## src/rtl/clock_phase_gen.sv

```systemverilog
// ============================================================================
// Module   : clock_phase_gen
// Brief    : Run/pause/step controlled per-channel clock-enable and level generator.
// Revision : 1.0 - initial release
// ============================================================================
`default_nettype none

module clock_phase_gen #(
    parameter int NUM_CH      = 4,
    parameter int CNT_W       = 8,
    parameter int CH_W        = 2,
    parameter int DEFAULT_DIV = 1
) (
    input  logic              clock,
    input  logic              reset,
    input  logic              cmd_start,
    input  logic              cmd_pause,
    input  logic              cmd_stop,
    input  logic              cmd_step,
    input  logic              cmd_sync,
    input  logic              cfg_we,
    input  logic [CH_W-1:0]   cfg_ch,
    input  logic [CNT_W-1:0]  cfg_div,
    input  logic [CNT_W-1:0]  cfg_phase,
    output logic [NUM_CH-1:0] ch_en,
    output logic [NUM_CH-1:0] ch_level,
    output logic [NUM_CH-1:0] cfg_pending,
    output logic [1:0]        state
);

    typedef enum logic [1:0] {
        ST_IDLE  = 2'd0,
        ST_RUN   = 2'd1,
        ST_PAUSE = 2'd2
    } state_t;

    localparam logic [CNT_W-1:0] c_default_div = CNT_W'(DEFAULT_DIV);

    state_t r_state;
    state_t w_state_nxt;
    logic   w_tick;
    logic   w_idle;

    // Priority stop > sync > pause > start > step; a lower command is dropped
    // whenever any higher one is present.
    logic w_do_stop, w_do_sync, w_do_pause, w_do_start, w_do_step;
    assign w_do_stop  = cmd_stop;
    assign w_do_sync  = cmd_sync  & ~cmd_stop;
    assign w_do_pause = cmd_pause & ~cmd_stop & ~cmd_sync;
    assign w_do_start = cmd_start & ~cmd_stop & ~cmd_sync & ~cmd_pause;
    assign w_do_step  = cmd_step  & ~cmd_stop & ~cmd_sync & ~cmd_pause & ~cmd_start;

    assign w_idle = (r_state != ST_RUN) && (r_state != ST_PAUSE);

    always_ff @(posedge clock or posedge reset) begin
        if (reset) begin
            r_state <= ST_IDLE;
        end else begin
            r_state <= w_state_nxt;
        end
    end

    always_comb begin
        w_state_nxt = r_state;
        w_tick      = 1'b0;
        case (r_state)
            ST_RUN: begin
                w_tick = ~w_do_stop & ~w_do_sync;
                if (w_do_pause) begin
                    w_state_nxt = ST_PAUSE;
                end
            end
            ST_PAUSE: begin
                w_tick = w_do_step;
                if (w_do_start) begin
                    w_state_nxt = ST_RUN;
                end
            end
            default: begin
                w_state_nxt = ST_IDLE;
                if (w_do_start) begin
                    w_state_nxt = ST_RUN;
                end
            end
        endcase
        if (w_do_stop) begin
            w_state_nxt = ST_IDLE;
        end
    end

    assign state = r_state;

    genvar i;
    generate
        for (i = 0; i < NUM_CH; i++) begin : g_ch
            logic [CNT_W-1:0] r_cnt;
            logic [CNT_W-1:0] r_div;
            logic [CNT_W-1:0] r_phase;
            logic [CNT_W-1:0] r_pend_div;
            logic [CNT_W-1:0] r_pend_phase;
            logic             r_en;
            logic             r_lvl;
            logic             r_pend;
            logic             w_wrap;
            logic             w_wr;
            logic             w_apply;
            logic [CNT_W-1:0] w_peff;
            logic [CNT_W:0]   w_half;

            assign w_wrap  = (r_cnt == r_div);
            assign w_peff  = (r_phase < r_div) ? r_phase : r_div;
            assign w_half  = ({1'b0, r_div} + (CNT_W+1)'(1)) >> 1;
            assign w_wr    = cfg_we & (cfg_ch == CH_W'(i));
            // Pending config lands only at a period boundary or on resync.
            assign w_apply = r_pend & (w_do_sync | (w_tick & w_wrap));

            always_ff @(posedge clock or posedge reset) begin
                if (reset) begin
                    r_cnt        <= '0;
                    r_div        <= c_default_div;
                    r_phase      <= '0;
                    r_pend_div   <= c_default_div;
                    r_pend_phase <= '0;
                    r_en         <= 1'b0;
                    r_lvl        <= 1'b0;
                    r_pend       <= 1'b0;
                end else begin
                    if (w_do_stop) begin
                        r_cnt <= '0;
                        r_en  <= 1'b0;
                        r_lvl <= 1'b0;
                    end else if (w_do_sync) begin
                        r_cnt <= '0;
                        r_en  <= 1'b0;
                    end else if (w_tick) begin
                        r_en  <= (r_cnt == w_peff);
                        r_lvl <= ({1'b0, r_cnt} >= w_half);
                        r_cnt <= w_wrap ? '0 : r_cnt + CNT_W'(1);
                    end else begin
                        r_en <= 1'b0;
                    end

                    if (w_wr && !w_idle) begin
                        r_pend_div   <= cfg_div;
                        r_pend_phase <= cfg_phase;
                        r_pend       <= 1'b1;
                    end else if (w_apply) begin
                        r_pend <= 1'b0;
                    end

                    if (w_wr && w_idle) begin
                        r_div   <= cfg_div;
                        r_phase <= cfg_phase;
                    end else if (w_apply) begin
                        r_div   <= r_pend_div;
                        r_phase <= r_pend_phase;
                    end
                end
            end

            assign ch_en[i]       = r_en;
            assign ch_level[i]    = r_lvl;
            assign cfg_pending[i] = r_pend;
        end
    endgenerate

endmodule

`default_nettype wire

```

## config.mk

```make
export PLATFORM = sky130hd
export DESIGN_NAME = clock_phase_gen
export DESIGN_NICKNAME = d
export VERILOG_FILES = /design/src/rtl/clock_phase_gen.sv
export SDC_FILE = /design/constraint.sdc
export NUM_CORES = 1
export LEC_CHECK = 0
export CORE_MARGIN = 4
export CORE_UTILIZATION = 50
export DETAILED_ROUTE_END_ITERATION = 12
export PLACE_DENSITY = 0.75
export SYNTH_ARGS = -nofsm -noshare
export SYNTH_HDL_FRONTEND = slang
export SYNTH_SLANG_ARGS = --single-unit
```

## constraint.sdc

```tcl
create_clock -name clock -period 15.6 [get_ports clock]
set_input_delay 1.56 -clock clock [delete_from_list [all_inputs] [get_ports clock]]
set_output_delay 1.56 -clock clock [all_outputs]
set_load 0.02 [all_outputs]
```

==> metrics.sh, run 1 <==
RESULT_OF_THE_RUN='complete, no violations'
CLKLATENCYLATEPIN_NS=0.44
FINAL_TNS_SETUP_NS=0
FIRST_GLOBAL_VIAS=7362
STARTING_DENSITY_OF_THE_CORE_PCT=51.1
FFS_LATCHES_SYNTH=174
PORTION_OF_SYNTHESIZED_CELL_AREA_OCCUPIED_BY_THE_LEADING_CELL_TYPE_PCT=40.1
CRIT-REG2REG-CAPTURE='g_ch[1].r_phase[4]'
FINAL.MIN_CLOCK_PERIOD_NS=4.12
DIODES=0
CORE_AREA_UM2=20300
FINAL_CELLS=1311
DETAILEDROUTE.FIRSTITERATIONVIOLATIONS=489
DRC=0
TIMING.HOLD.WORST_ENDPOINT='g_ch[0].r_pend_div[3]'
FINCLKSKEW_NS=0.0104
SHARE_OF_FLIP_FLOPS_WITH_AN_ASYNCHRONOUS_SET_OR_RESET_PCT=100
POWERDENSITY_nW_PER_UM2=121
NETLIST_TOP_CELLS_AREA='sky130_fd_sc_hd__dfrtp_1 40%, sky130_fd_sc_hd__ha_1 8.4%, sky130_fd_sc_hd__mux2i_1 7.2%'
MIN_FROM='g_ch[0].r_pend_div[3]'
PWR-SHARE-SEQ_PCT=42.7
CTS_TREE='built'
STATIC-LEAKAGE-POWER_nW=5.27
POSTLAYOUTCELLAREA_UM2=11500
DIE-WIDTH_UM=152
POST_SYNTH_INSTANCE_AREA_UM2=10400
PATH_COMMON_CELL='sky130_fd_sc_hd__o21ai_1'
CTS.HOLD.BUFFERS_ADDED=0
GRT_START_MAX_NET_PINS=120
WORST_SETUP_HOLD_PATH_CLK_SLEW_NS=0.06
DRT-VIAS-PER-INSTANCE=5.69
FILLCELLCOUNT=1773
PLACED_AREA_UM2=10900
POSTCTSSETUPREPAIRBUFS=0
TIMING.FINAL.HOLD_VIOLATIONS=0
ROUTED_WIRE_LENGTH_PER_INSTANCE_UM=17.9
POST-PLACE-CELLS=1279
DETAILED_ROUTE_VIA_COUNT=7456
PLACE.DETAILED.HPWL_UM=16300
CRITICAL_PATH.CELL_CHAIN='clkdlybuf4s50_1, and4bb_1, o21ai_2, buf_4, o21ai_1, a21boi_2, nand2_1, o21ai_1'
DESIGN.PORTCOUNT=40
SYNTH_EDF_COUNT=0
GRT_PASS1_WL_UM=38900
HOLD_PATH.CLASS='register to register'
WORST_PATH_MAX_DELAY_CELL='sky130_fd_sc_hd__a21boi_2'
ANTENNA_FOUND_INITIAL=0
POST_CTS.RESIZED_INSTANCES=0
NUMCTSBUFFERS=17
CRIT_FANOUT=32
WHS_PATH_CELLS=1
CELLINTERNALPOWER_mW=0.933
FINALCRITPERIODSHARE_PCT=26.4
FINAL_NETS=1124
MAX_STAGE_DELAY_ON_CRIT_PATH_NS=0.93
REGTOREGSETUPSLACK_NS=12.40
DIE-HEIGHT_UM=152
FINALSETUPVIOLCOUNT=0
RELSLEWSLACK_PCT=17.0
P_SW_mW=0.455
CLKSINKCOUNT=174
COMB_POWER_SHARE_PCT=26.9
REQUIRED_NS=15.95
DRT-TOTAL-WL_UM=23400
DRV.MAX_CAP_VIOLATION_COUNT=0
SYNTH_SEQUENTIAL_AREA_RATIO_PCT=42.1
GLOBAL_ROUTE.USAGE.TOTAL_PCT=20.8
CLOCKPOWERSHARE_PCT=30.4
WORSTSETUPSTARTPOINTTYPE='primary input'
POST_SYNTH.CELL_AREA_AVG_UM2=10.2
SYN2LAYOUT_AREA_GROWTH_PCT=10.5
ROOT_BUFFER='sky130_fd_sc_hd__clkbuf_16'
WORST-SETUP-PATH-TYPE='primary input to register'
CTS.HTREE.LEVELS=4
FIRSTDRTPASSITERS=5
GRT_SETUP_UNREPAIRED='no'
SWSHARE_PCT=32.8
SYNTHFLOPTYPE='sky130_fd_sc_hd__dfrtp_1'
CP-END-KIND='register'
SYN_INST=1017
SYNTH-WARNING-COUNT=0
WORST-ENDPOINT-ARRIVAL_NS=4.46
CRIT-REG2REG-LAUNCH='state[0]'
SYNTH_CELL_TYPE_COUNT=63
REMAINING_OVERFLOW_GRT=0
FINAL_MAX_SLEW_VIOL_COUNT=0
CLOCKBUFFERDEPTH=2
PORT-BUFFER-COUNT=39
MAPPEDNETLISTNETS=1113
TIMING_WORST_SLEW_PIN_VALUE_NS=1.24
PROPORTION_OF_LAYOUT_CELLS_WITH_A_DRIVE_SUFFIX_ABOVE_1_PCT=12.2
FP.DIEAREA_UM2=23100
YOSYS.AREA.TOP_TYPE='sky130_fd_sc_hd__dfrtp_1'
ANTENNA_LEFT=0
REG2REG_DEPTH=7
STD_CELL_ROWS=52
HIGHEST_ATTAINABLE_CLOCK_FREQUENCY_MHz=243
PLACE.GP.CONGESTION=0.913
HIGHEST_IR_DROP_SEEN_ON_VDD_V=0.0000812
## per-stage QoR
step	setup WS, ns	total power, mW	hold WS, ns	util [%]
final	11.48	1.39	0.503	56.4
after global routing	11.24	1.48	0.518	56.4
after CTS	11.51	1.39	0.509	56.4
after detailed placement	11.06	0.970	0.493	53.6
after global placement	11.21	0.954	0.486	53.6
after floorplan	9.34	0.880	0.477	-
## synthesized netlist by cell type (21+ instances only)
master,number
sky130_fd_sc_hd__dfrtp_1,166
sky130_fd_sc_hd__nand2_1,103
sky130_fd_sc_hd__mux2i_1,75
sky130_fd_sc_hd__ha_1,70
sky130_fd_sc_hd__o21ai_1,69
sky130_fd_sc_hd__mux2_2,65
sky130_fd_sc_hd__xnor2_1,65
sky130_fd_sc_hd__inv_1,54
sky130_fd_sc_hd__nor2_1,44
sky130_fd_sc_hd__xor2_1,31
sky130_fd_sc_hd__nand3_1,27
sky130_fd_sc_hd__clkbuf_1,22
sky130_fd_sc_hd__a21o_1,21
## per-layer routing
layer  GRT usage (%)  part of all wire (%)
met4            5.57                   1.5
met5               0                     0
met1            29.9                    49
met2            32.7                    45
met3            3.73                   4.6
## worst max-delay path by stage
stage               startpoint            endpoint  slack, ns  cells after the start
floorplan                reset    g_ch[0].r_cnt[0]       9.34                      1
global placement     cfg_ch[1]  g_ch[1].r_phase[5]      11.21                      5
detailed placement   cmd_pause  g_ch[1].r_phase[4]      11.06                      7
CTS                  cmd_pause  g_ch[1].r_phase[4]      11.51                      7
global route         cmd_pause  g_ch[1].r_phase[4]      11.24                      7
finish               cmd_pause    g_ch[2].r_div[3]      11.48                      8
## cells in the final DEF (no fill, tap or decap), types with 5 or more instances in the layout
master	instances
sky130_fd_sc_hd__nand3_1	27
sky130_fd_sc_hd__o22ai_1	5
sky130_fd_sc_hd__buf_4	8
sky130_fd_sc_hd__dfrtp_1	166
sky130_fd_sc_hd__mux2i_1	75
sky130_fd_sc_hd__nand4_1	20
sky130_fd_sc_hd__nor2b_1	7
sky130_fd_sc_hd__inv_1	53
sky130_fd_sc_hd__nand2b_1	7
sky130_fd_sc_hd__xor2_1	31
sky130_fd_sc_hd__o21ai_0	20
sky130_fd_sc_hd__a21o_1	21
sky130_fd_sc_hd__nor3_1	19
sky130_fd_sc_hd__clkdlybuf4s50_1	39
sky130_fd_sc_hd__nand2_1	103
sky130_fd_sc_hd__a211oi_1	10
sky130_fd_sc_hd__a21oi_1	13
sky130_fd_sc_hd__xnor2_1	65
sky130_fd_sc_hd__clkbuf_16	17
sky130_fd_sc_hd__o21ai_1	68
sky130_fd_sc_hd__dfstp_2	8
sky130_fd_sc_hd__mux2_2	65
sky130_fd_sc_hd__and3_1	7
sky130_fd_sc_hd__ha_1	70
sky130_fd_sc_hd__nor2_1	44
## layout make-up
cell class | count | area [um2] | area share [%]
clock buffers | 19 | 443 | 3.87
repair buffers | 47 | 450 | 3.93
clock inverters | 13 | 130 | 1.14
flip-flops and latches | 174 | 4360 | 38.1
multi-input cells | 734 | 5520 | 48.2
well taps | 270 | 338 | 2.95
inverters | 54 | 208 | 1.81
## power groups by stage
stage	sequential [mW]	clock (mW)	combinational, mW
after CTS	0.592	0.427	0.375
after floorplan	0.572	0	0.308
after detailed placement	0.600	0	0.370
after global routing	0.603	0.448	0.428
final	0.594	0.422	0.373
after global placement	0.598	0	0.356
## registers in the layout, indices dropped and copies added, names as in the netlist
register	count
g_ch.r_pend_div	32
g_ch.r_pend	4
g_ch.r_div	32
g_ch.r_phase	32
g_ch.r_en	4
g_ch.r_pend_phase	32
g_ch.r_cnt	32
g_ch.r_lvl	4
state	2
## critical path, delay by kind of cell
kind | cells | cell delay (ns)
buffers and inverters | 2 | 0.86
AO/OA/AOI/OAI | 4 | 1.60
AND/OR/NAND/NOR | 2 | 0.42
## cell families after synthesis
group                    count (synthesis)  share of synthesized area [%]
flip-flops                             174                           42.1
adder cells (fa/ha/maj)                 70                           8.45
AND/OR/NAND/NOR                        247                           11.2
XOR/XNOR                                96                           8.11
buffers and inverters                  109                           4.76
multiplexers                           142                           14.5
AO/OA/AOI/OAI                          179                           10.9
Power figures use the tool's default switching activity.
==> inputs of run 2 (changes only) <==
clock period = 3.8 ns   (was 15.6 ns; I/O delays follow)
==> run 2 against run 1 <==
Against the previous run:
- flip-flop and latch count did not move
- largest cell class unchanged
- core utilization rose by 0.53 points
- register-to-register slack got worse by 11 ns
- critical path depth rose by 1
- highest routed layer unchanged
- die area did not move
- combinational power rose to 4.1 times the previous value
- sequential share of layout area fell by 0.35 points
- count of clock-buffer cells in the layout rose by 2
- clock power rose to 4.4 times the previous value
==> metrics.sh, run 2 (synthesis results as in run 1) <==
GRT_PASS1_WL_UM=39800  # +2.3%
DESIGN.PORTCOUNT=40  # unchanged
POWER.TOTAL_mW=5.83  # +320%
CLKLATENCYLATEPIN_NS=0.44  # about the same
DRV.MAX_CAP_VIOLATION_COUNT=0  # unchanged
ROOT_BUFFER='sky130_fd_sc_hd__clkbuf_16'
WORST-ENDPOINT-ARRIVAL_NS=3.17  # -1.29 ns
STD_CELL_ROWS=52  # unchanged
WORST_SETUP_HOLD_PATH_CLK_SLEW_NS=0.07  # about the same
PORT-BUFFER-COUNT=39  # unchanged
REG2REG_DEPTH=9  # +2
PATH_COMMON_CELL='sky130_fd_sc_hd__nor3_1'
FINALCRITPERIODSHARE_PCT=75.0
FINAL_CELL_MIX='166 x sky130_fd_sc_hd__dfrtp_1, 103 x sky130_fd_sc_hd__nand2_1, 75 x sky130_fd_sc_hd__mux2i_1'
CORE_AREA_UM2=20300  # unchanged
GLOBAL_ROUTE.USAGE.TOTAL_PCT=21.3  # +0.52 points
FINALSETUPVIOLCOUNT=0  # unchanged
DRC=0  # unchanged
FIRSTDRTPASSITERS=6  # +1
FINAL.MIN_CLOCK_PERIOD_NS=2.85
REQUIRED_NS=4.12  # -11.83 ns
PROPORTION_OF_LAYOUT_CELLS_WITH_A_DRIVE_SUFFIX_ABOVE_1_PCT=12.7  # +0.49 points
CTS.HTREE.LEVELS=4  # unchanged
DIODES=0  # unchanged
FINAL_CELLS=1318  # +0.53%
POST_CTS.RESIZED_INSTANCES=0  # unchanged
LAYOUT_COMMONEST_CELL='sky130_fd_sc_hd__dfrtp_1'
HOLD_PATH.CLASS='primary input to asynchronous set/reset pin'
FINAL_NETS=1131  # +0.62%
SYN2LAYOUT_AREA_GROWTH_PCT=11.6
PLACE.GP.CONGESTION=0.899  # -1.6%
ROUTED_WIRE_LENGTH_PER_INSTANCE_UM=18.2  # +2.1%
WORST_PATH_MAX_DELAY_CELL='sky130_fd_sc_hd__nand2_1'
ANTENNA_FOUND_INITIAL=0  # unchanged
CRITICAL_PATH.CELL_CHAIN='inv_1, ha_1, nor3_1, o21ai_2, nand2_1, nand4_1, nor3_1, xnor2_1, nor2_1'
DRT-TOTAL-WL_UM=24100  # +2.7%
CRITPATHTOPFAMILY='simple AND/OR/NAND/NOR gates'
WORSTPATHBUFFERINVERTERCOUNT=1  # -1
TIMING_WORST_SLEW_PIN_VALUE_NS=0.963  # -0.281 ns
CLOCKBUFFERDEPTH=2  # unchanged
FIRST_GLOBAL_VIAS=7669  # +4.2%
POST-PLACE-CELLS=1286  # +0.55%
POSTCTSSETUPREPAIRBUFS=0  # unchanged
REMAINING_OVERFLOW_GRT=0  # unchanged
TIMING.FINAL.HOLD_VIOLATIONS=0  # unchanged
NUMCTSBUFFERS=17  # unchanged
POWERDENSITY_nW_PER_UM2=504  # +320%
CRIT_FANOUT=18  # -44%
DIE-WIDTH_UM=152  # unchanged
HIGHEST_ATTAINABLE_CLOCK_FREQUENCY_MHz=351
WORSTSETUPSTARTPOINTTYPE='register'
CLKSINKCOUNT=174  # unchanged
RESULT_OF_THE_RUN='complete, no violations'
DIE-HEIGHT_UM=152  # unchanged
FINAL_TNS_SETUP_NS=0  # unchanged
CRITICAL_PATH_DEPTH=9  # +1
FINAL.HOLD.WORST_SLACK_NS=0.507  # +0.00370 ns
CP-END-KIND='register'
GRT_SETUP_UNREPAIRED='no'
HIGHEST_IR_DROP_SEEN_ON_VDD_V=0.000329  # +310%
FINAL_MAX_SLEW_VIOL_COUNT=0  # unchanged
MAX_STAGE_DELAY_ON_CRIT_PATH_NS=0.55  # -0.38 ns
FP.DIEAREA_UM2=23100  # unchanged
PLACE.DETAILED.HPWL_UM=16700  # +2.4%
CTS.HOLD.BUFFERS_ADDED=0  # unchanged
CTS_TREE='built'
RELSLEWSLACK_PCT=35.8  # +19 points
FINAL_CORE_UTIL_PCT=57.0  # +0.53 points
DETAILEDROUTE.FIRSTITERATIONVIOLATIONS=615  # +26%
ANTENNA_LEFT=0  # unchanged
STATIC-LEAKAGE-POWER_nW=5.32  # +0.93%
WORST-SETUP-PATH-TYPE='register to register'
DETAILED_ROUTE_VIA_COUNT=7625  # +2.3%
DRT-VIAS-PER-INSTANCE=5.79  # +1.7%
STARTING_DENSITY_OF_THE_CORE_PCT=51.1  # unchanged
FINCLKSKEW_NS=0.00961  # -0.000819 ns
GRT_START_MAX_NET_PINS=175  # +46%
==> run 2: changes by cell type in the layout (fill, tap and decap cells not counted), sizes merged <==
cell	delta
buf	+7
clkinv	-3
bufinv	+2
clkbuf	+2
inv	-2
clkinvlp	+1
==> run 2: layout make-up <==
class,count,area (um2)
tap,270,338
clock buffer,21,460
inverter,54,206
sequential,174,4360
fill,1755,8730
multi-input combinational,734,5520
timing repair buffer,54,515
clock inverter,11,156
==> run 2: worst register-to-register path: stages (launching register included) <==
cell	delay, ns
sky130_fd_sc_hd__dfrtp_1	0.40
sky130_fd_sc_hd__inv_1	0.06
sky130_fd_sc_hd__ha_1	0.41
sky130_fd_sc_hd__nor3_1	0.33
sky130_fd_sc_hd__o21ai_2	0.20
sky130_fd_sc_hd__nand2_1	0.55
sky130_fd_sc_hd__nand4_1	0.28
sky130_fd_sc_hd__nor3_1	0.31
sky130_fd_sc_hd__xnor2_1	0.15
sky130_fd_sc_hd__nor2_1	0.06
==> run 2: final timing paths <==
kind                                      endpoint  slack (ns)                   from
max                               g_ch[1].r_cnt[7]        0.95               state[0]
min                        g_ch[1].r_pend_phase[3]        0.51                  reset
max reg2reg                       g_ch[1].r_cnt[7]        0.95               state[0]
min reg2reg                  g_ch[3].r_pend_div[2]        0.51  g_ch[3].r_pend_div[2]
max in group asynchronous       g_ch[0].r_phase[7]        2.54                  reset
min in group clock           g_ch[3].r_pend_div[2]        0.51  g_ch[3].r_pend_div[2]
==> run 2: through the flow <==
step | setup slack [ns] | cell area [um2]
global placement | 1.04 | 10900
finish | 0.951 | 11600
detailed placement | 0.921 | 10900
floorplan | 1.20 | 10400
CTS | 0.957 | 11600
global route | 0.786 | 11600
==> run 2: power by group <==
| group | internal, mW | leakage, nW | switching, mW |
|---|---|---|---|
| Clock | 1.08 | 0.297 | 0.763 |
| Sequential | 2.13 | 2.30 | 0.308 |
| Combinational | 0.768 | 2.72 | 0.774 |
==> run 2: metal layers <==
metal	global-route usage, %	vias to the layer above	wire length [um]
li1	-	3619	-
met1	29.6	3759	11200
met2	33.6	203	11000
met3	3.70	44	1190
met4	7.96	0	660
met5	0	-	0
